File: src/rtl/calc_pkg.sv
// Shared types and constants for the calculator control path.
// Optional feature: CALC_CHAIN_EN adds the CHAIN state (result reloaded as operand A).
// Contents: calc_state_t state enum, SEL_* command codes (also used by the holder and
// ALU blocks), op encodings, and sel/busy decode helpers.
package calc_pkg;

    // Sequencer states; CHAIN only exists when chaining is built in.
    typedef enum logic [3:0] {
        IDLE,
        LOAD_A,
        WAIT_OP,
        LOAD_B,
        WAIT_EXEC,
        EXEC,
        SHOW,
        CLEAR
`ifdef CALC_CHAIN_EN
        ,
        CHAIN
`endif
    } calc_state_t;

    localparam int unsigned SEL_W = 3;
    localparam int unsigned OP_W  = 2;

    // Commands to the operand holders and ALU.
    localparam logic [SEL_W-1:0] SEL_IDLE    = 3'b000;
    localparam logic [SEL_W-1:0] SEL_LOAD_A  = 3'b001;
    localparam logic [SEL_W-1:0] SEL_LOAD_B  = 3'b010;
    localparam logic [SEL_W-1:0] SEL_EXEC    = 3'b011;
    localparam logic [SEL_W-1:0] SEL_CLEAR   = 3'b100;
    localparam logic [SEL_W-1:0] SEL_CHAIN_A = 3'b101;
    localparam logic [SEL_W-1:0] SEL_SHOW    = 3'b110;

    // Operation codes carried on op; 00 is also the cleared value.
    localparam logic [OP_W-1:0] OP_ADD = 2'b00;
    localparam logic [OP_W-1:0] OP_SUB = 2'b01;
    localparam logic [OP_W-1:0] OP_AND = 2'b10;
    localparam logic [OP_W-1:0] OP_OR  = 2'b11;

    // Command presented while in a given state.
    function automatic logic [SEL_W-1:0] sel_of(input calc_state_t s);
        logic [SEL_W-1:0] r;
        r = SEL_IDLE;
        case (s)
            LOAD_A: r = SEL_LOAD_A;
            LOAD_B: r = SEL_LOAD_B;
            EXEC:   r = SEL_EXEC;
            SHOW:   r = SEL_SHOW;
            CLEAR:  r = SEL_CLEAR;
`ifdef CALC_CHAIN_EN
            CHAIN:  r = SEL_CHAIN_A;
`endif
            default: r = SEL_IDLE;
        endcase
        return r;
    endfunction

    // Timed states, during which enter is ignored.
    function automatic logic busy_of(input calc_state_t s);
        logic r;
        r = 1'b0;
        case (s)
            LOAD_A, LOAD_B, EXEC, CLEAR: r = 1'b1;
`ifdef CALC_CHAIN_EN
            CHAIN: r = 1'b1;
`endif
            default: r = 1'b0;
        endcase
        return r;
    endfunction

endpackage

File: src/rtl/key_pulse.sv
// Key conditioner: 2-flop synchronizer, then registered rising-edge detector.
// Ports: clock, reset_n (async active-low), key (raw async level),
//        pulse (one-cycle high per press, high in cycle k+2 for a rise sampled at edge k).
module key_pulse (
    input  logic clock,
    input  logic reset_n,
    input  logic key,
    output logic pulse
);

    logic sync1;
    logic sync2;
    logic prev;

    // prev holds the last synchronized level so a held key yields one pulse.
    always_ff @(posedge clock or negedge reset_n) begin
        if (!reset_n) begin
            sync1 <= 1'b0;
            sync2 <= 1'b0;
            prev  <= 1'b0;
            pulse <= 1'b0;
        end else begin
            sync1 <= key;
            sync2 <= sync1;
            prev  <= sync2;
            pulse <= sync2 & ~prev;
        end
    end

endmodule

File: src/rtl/calc_sequencer.sv
// Calculator control FSM: turns enter/clear presses and op switches into timed sel commands.
// Optional feature: CALC_CHAIN_EN (enter in SHOW reloads the result as A via CHAIN).
// Ports: clock, reset_n (async active-low), key_enter, key_clear (raw async levels),
//        op_in (op switches), sel (command), op (latched op), busy (timed command active),
//        result_valid (in SHOW). All outputs registered and change with the state.
module calc_sequencer
    import calc_pkg::*;
#(
    parameter int unsigned LOAD_CYCLES = 4,
    parameter int unsigned EXEC_CYCLES = 2
) (
    input  logic             clock,
    input  logic             reset_n,
    input  logic             key_enter,
    input  logic             key_clear,
    input  logic [OP_W-1:0]  op_in,
    output logic [SEL_W-1:0] sel,
    output logic [OP_W-1:0]  op,
    output logic             busy,
    output logic             result_valid
);

    localparam int unsigned MAX_CYC = (LOAD_CYCLES > EXEC_CYCLES) ? LOAD_CYCLES : EXEC_CYCLES;
    localparam int unsigned CNT_W   = $clog2(MAX_CYC + 1);

    localparam logic [CNT_W-1:0] LOAD_INIT = CNT_W'(LOAD_CYCLES - 1);
    localparam logic [CNT_W-1:0] EXEC_INIT = CNT_W'(EXEC_CYCLES - 1);

    logic enter_p;
    logic clear_p;

    calc_state_t      state_q, state_d;
    logic [CNT_W-1:0] cnt_q, cnt_d;
    logic [OP_W-1:0]  op_d;
    logic [SEL_W-1:0] sel_d;
    logic             busy_d;
    logic             result_valid_d;

    key_pulse u_enter (
        .clock   (clock),
        .reset_n (reset_n),
        .key     (key_enter),
        .pulse   (enter_p)
    );

    key_pulse u_clear (
        .clock   (clock),
        .reset_n (reset_n),
        .key     (key_clear),
        .pulse   (clear_p)
    );

    // State, dwell counter and registered outputs.
    always_ff @(posedge clock or negedge reset_n) begin
        if (!reset_n) begin
            state_q      <= IDLE;
            cnt_q        <= '0;
            sel          <= SEL_IDLE;
            op           <= OP_ADD;
            busy         <= 1'b0;
            result_valid <= 1'b0;
        end else begin
            state_q      <= state_d;
            cnt_q        <= cnt_d;
            sel          <= sel_d;
            op           <= op_d;
            busy         <= busy_d;
            result_valid <= result_valid_d;
        end
    end

    // Next state; outputs decoded from the next state so they move with it.
    always_comb begin
        state_d = state_q;
        cnt_d   = (cnt_q != '0) ? cnt_q - CNT_W'(1) : cnt_q;
        op_d    = op;

        if (clear_p) begin
            // Clear beats everything, including a same-cycle enter.
            state_d = CLEAR;
            cnt_d   = '0;
        end else begin
            case (state_q)
                IDLE: if (enter_p) begin
                    state_d = LOAD_A;
                    cnt_d   = LOAD_INIT;
                end
                LOAD_A: if (cnt_q == '0) state_d = WAIT_OP;
                WAIT_OP: if (enter_p) begin
                    state_d = LOAD_B;
                    cnt_d   = LOAD_INIT;
                    op_d    = op_in;
                end
                LOAD_B: if (cnt_q == '0) state_d = WAIT_EXEC;
                WAIT_EXEC: if (enter_p) begin
                    state_d = EXEC;
                    cnt_d   = EXEC_INIT;
                end
                EXEC: if (cnt_q == '0) state_d = SHOW;
                SHOW: if (enter_p) begin
`ifdef CALC_CHAIN_EN
                    state_d = CHAIN;
                    cnt_d   = LOAD_INIT;
`else
                    state_d = CLEAR;
                    cnt_d   = '0;
`endif
                end
                CLEAR: if (cnt_q == '0) state_d = IDLE;
`ifdef CALC_CHAIN_EN
                CHAIN: if (cnt_q == '0) state_d = WAIT_OP;
`endif
                default: begin
                    state_d = IDLE;
                    cnt_d   = '0;
                end
            endcase
        end

        if (state_d == CLEAR) op_d = OP_ADD;

        sel_d          = sel_of(state_d);
        busy_d         = busy_of(state_d);
        result_valid_d = (state_d == SHOW);
    end

endmodule

File: config.mk
export PLATFORM = sky130hd
export DESIGN_NAME = calc_sequencer
export DESIGN_NICKNAME = d
export VERILOG_FILES = /design/src/rtl/calc_pkg.sv /design/src/rtl/key_pulse.sv /design/src/rtl/calc_sequencer.sv
export SDC_FILE = /design/constraint.sdc
export NUM_CORES = 1
export LEC_CHECK = 0
export CORE_MARGIN = 4
export CORE_UTILIZATION = 51
export CTS_CLUSTER_DIAMETER = 80
export DETAILED_ROUTE_END_ITERATION = 10
export PLACE_DENSITY = 0.78
export SLEW_MARGIN = 15
export SYNTH_ARGS = -nofsm -noshare
export SYNTH_HDL_FRONTEND = slang
export SYNTH_HIERARCHICAL = 1
export SYNTH_SLANG_ARGS = --single-unit
File: constraint.sdc
create_clock -name clock -period 1.7 [get_ports clock]
set_input_delay 0.255 -clock clock [delete_from_list [all_inputs] [get_ports clock]]
set_output_delay 0.255 -clock clock [all_outputs]
set_load 0.05 [all_outputs]
==> results.cfg <==
[placed_design]
io_buffer_count = 12
gp_congestion = 0.8370
dp_hpwl_mm = 1.027
pre_cts_ws_ns = 0.1421
placed_cells = 99
placed_cell_area_um2 = 1016

[synth]
syn-cell-area_um2 = 892.1
synthArstFlopShare = 1.000
synth.most_common_cell = dfrtp_1
ys_seq_elements = 22
ys.flop_type = dfrtp_1
synth_top_area_frac = 0.6171
synth-edff-count = 0
yosysSeqAreaShare = 0.6171
synth_cell_types = 27
synth_top_area_cell = dfrtp_1
netlist_instances = 72
ys_warn_count = 6
syn_nets = 80
ys_top_cells_by_area = dfrtp_1 62%, mux2i_1 3.4%, nor2b_4 3.1%
synthTopCellsByCount = 22 x dfrtp_1, 5 x nor2_1, 4 x nand2b_1, 4 x nor3_1
synth.avg_cell_area_um2 = 12.39

[worst_setup_path]
ff2ff_path_depth = 5
reg2reg_slack_ns = 0.1
rr_endpoint = result_valid
cp_slowest_stage_delay_ns = 0.41
worst-path-buf-inv = 1
worstSetupStartpointType = flip-flop
rr_startpoint = cnt_q[0]
cp_cell_sequence = inv_1, ha_1, and3b_1, or3_4, and4_1
crit_required_ns = 1.89
crit_family = simple AND/OR/NAND/NOR gates
crit_path_top_delay_cell = or3_4
end_kind = flip-flop
worstPathArrival_ns = 1.79
crit_fanout = 5
worstSetupPathType = reg -> reg

[die]
die_w_um = 49.83
die_height_um = 49.83
initial_utilization = 0.5659
rows = 14
ioPinCount = 13
die_area_um2 = 2483
core_um2 = 1577

[global_routing]
grt_pass1_vias = 613
antenna_found_initial = 0
grt-ovfl-total = 0
grt_max_degree = 23
grt_pass1_wl_mm = 2.677
track_usage = 0.1417

[power_and_ir_drop]
power.total_w = 0.001369
power.density_nw_per_um2 = 1292
peakVddDrop_v = 0.0007322
p_leak_nw = 0.5287

[cts]
cts_buffers = 3
ctsLongestPathBuffers = 2
cts_tree = done
post_cts_buffers = 0
clk_pin_slew_ns = 0.12
h-tree-depth = 1
cts_root_buf = clkbuf_4
cts_sinks = 22
clk_latency_ns = 0.30

[run_status]
status = finished, final reports clean

[routing]
ant_nets = 0
drcViolationCount = 0
routedWlPerCell_um = 14.20
firstDrtPassIters = 4
first_iter_violations = 15
routed_wl_mm = 1.463
via_per_inst = 5.612
vias = 578

[layout]
layout-drive-gt1-share = 0.1954
diodes = 0
area_delta_synth_final_pct = 18.79
final_nets = 96
final_cells = 103
stdcell_area_um2 = 1060

[timing]
setup_viol = 0
fmax_mhz = 623.7
rsz0062_at_grt = false
fin_setup_tns_ns = 0
hold_viol = 0
skew_ns = 0.008110
final.setup.worst_slack_ns = 0.09667
slew_viol_final = 0
fin_crit_ns = 1.603
fin_crit_sh = 0.9431

[job]
maxCapViolations = 0

[min_path]
min-delay-path-class = in -> async
routing by layer:
layer  track usage  up-vias  part of all wire
met5             0        -                 0
met2        0.2379       12              0.51
met1        0.1791      289              0.45
met3       0.02711        2             0.031
met4       0.05530        0            0.0096
li1              -      275                 -
placed cells by master (no fill, tap or decap):
master and count:
a211o_1 1, a211oi_1 1, a21o_1 2, a21oi_1 3, a311oi_1 2, and3b_1 1
and4_1 1, buf_4 9, clkbuf_4 3, clkbuf_8 1, clkdlybuf4s50_1 5, conb_1 1
dfrtp_1 22, ha_1 2, inv_1 3, mux2i_1 3, nand2_1 2, nand2b_1 4
nand3_1 1, nand4b_1 1, nor2_1 5, nor2b_1 2, nor2b_4 2, nor3_1 4
nor4_1 1, o21a_1 1, or3_4 1, xnor2_1 1, xor2_1 1, xor2_2 1
how the worst max path moves through the flow:
| stage | start | depth (start not counted) | to |
|---|---|---|---|
| CTS | cnt_q[0] | 5 | result_valid |
| floorplan | cnt_q[0] | 5 | result_valid |
| detailed placement | cnt_q[0] | 5 | result_valid |
| global route | cnt_q[0] | 5 | result_valid |
| global placement | cnt_q[0] | 5 | result_valid |
| finish | cnt_q[0] | 5 | result_valid |
state kept, by name, summed over array words and instances (netlist names), 2 cells and up:
name and flops:
cnt_q 3, op 2, sel 3, state_q 4
area by class of cell:
| cell class | count | area, um2 |
|---|---|---|
| sequential | 22 | 550.5 |
| multi-input combinational | 44 | 324.1 |
| timing repair buffer | 14 | 117.6 |
| clock buffer | 4 | 36.28 |
| inverter | 3 | 11.26 |
| fill | 122 | 516.7 |
| tap | 16 | 20.02 |
where the power goes:
part           switching, W  leakage (nW)  internal (W)  total (W)
clock              0.000144        0.0210      0.000131   0.000274
combinational      0.000259         0.230      0.000182   0.000441
sequential        0.0000629         0.277      0.000592   0.000654
metrics by stage:
step,hold WS (ns),utilization
CTS,0.2833,0.6675
detailed placement,0.3357,0.6444
finish,0.2759,0.6722
floorplan,-0.04059,-
global route,0.3060,0.6722
global placement,0.3330,0.6444
kinds of logic after synthesis:
family / Yosys count / share of synthesized area
mux: 3 / 0.03366
simple gates: 25 / 0.1795
compound gates: 10 / 0.07995
xor+xnor: 3 / 0.02946
other cells: 1 / 0.004204
flops: 22 / 0.6171
fa+ha+maj: 2 / 0.02805
buf+inv: 6 / 0.02805
what timing repair did:
action,CTS,global route
gates resized for setup,0,1
hold endpoints to repair,0,0
hold buffers,0,0
setup endpoints to repair,0,1
(Power assumes the default switching activity.)
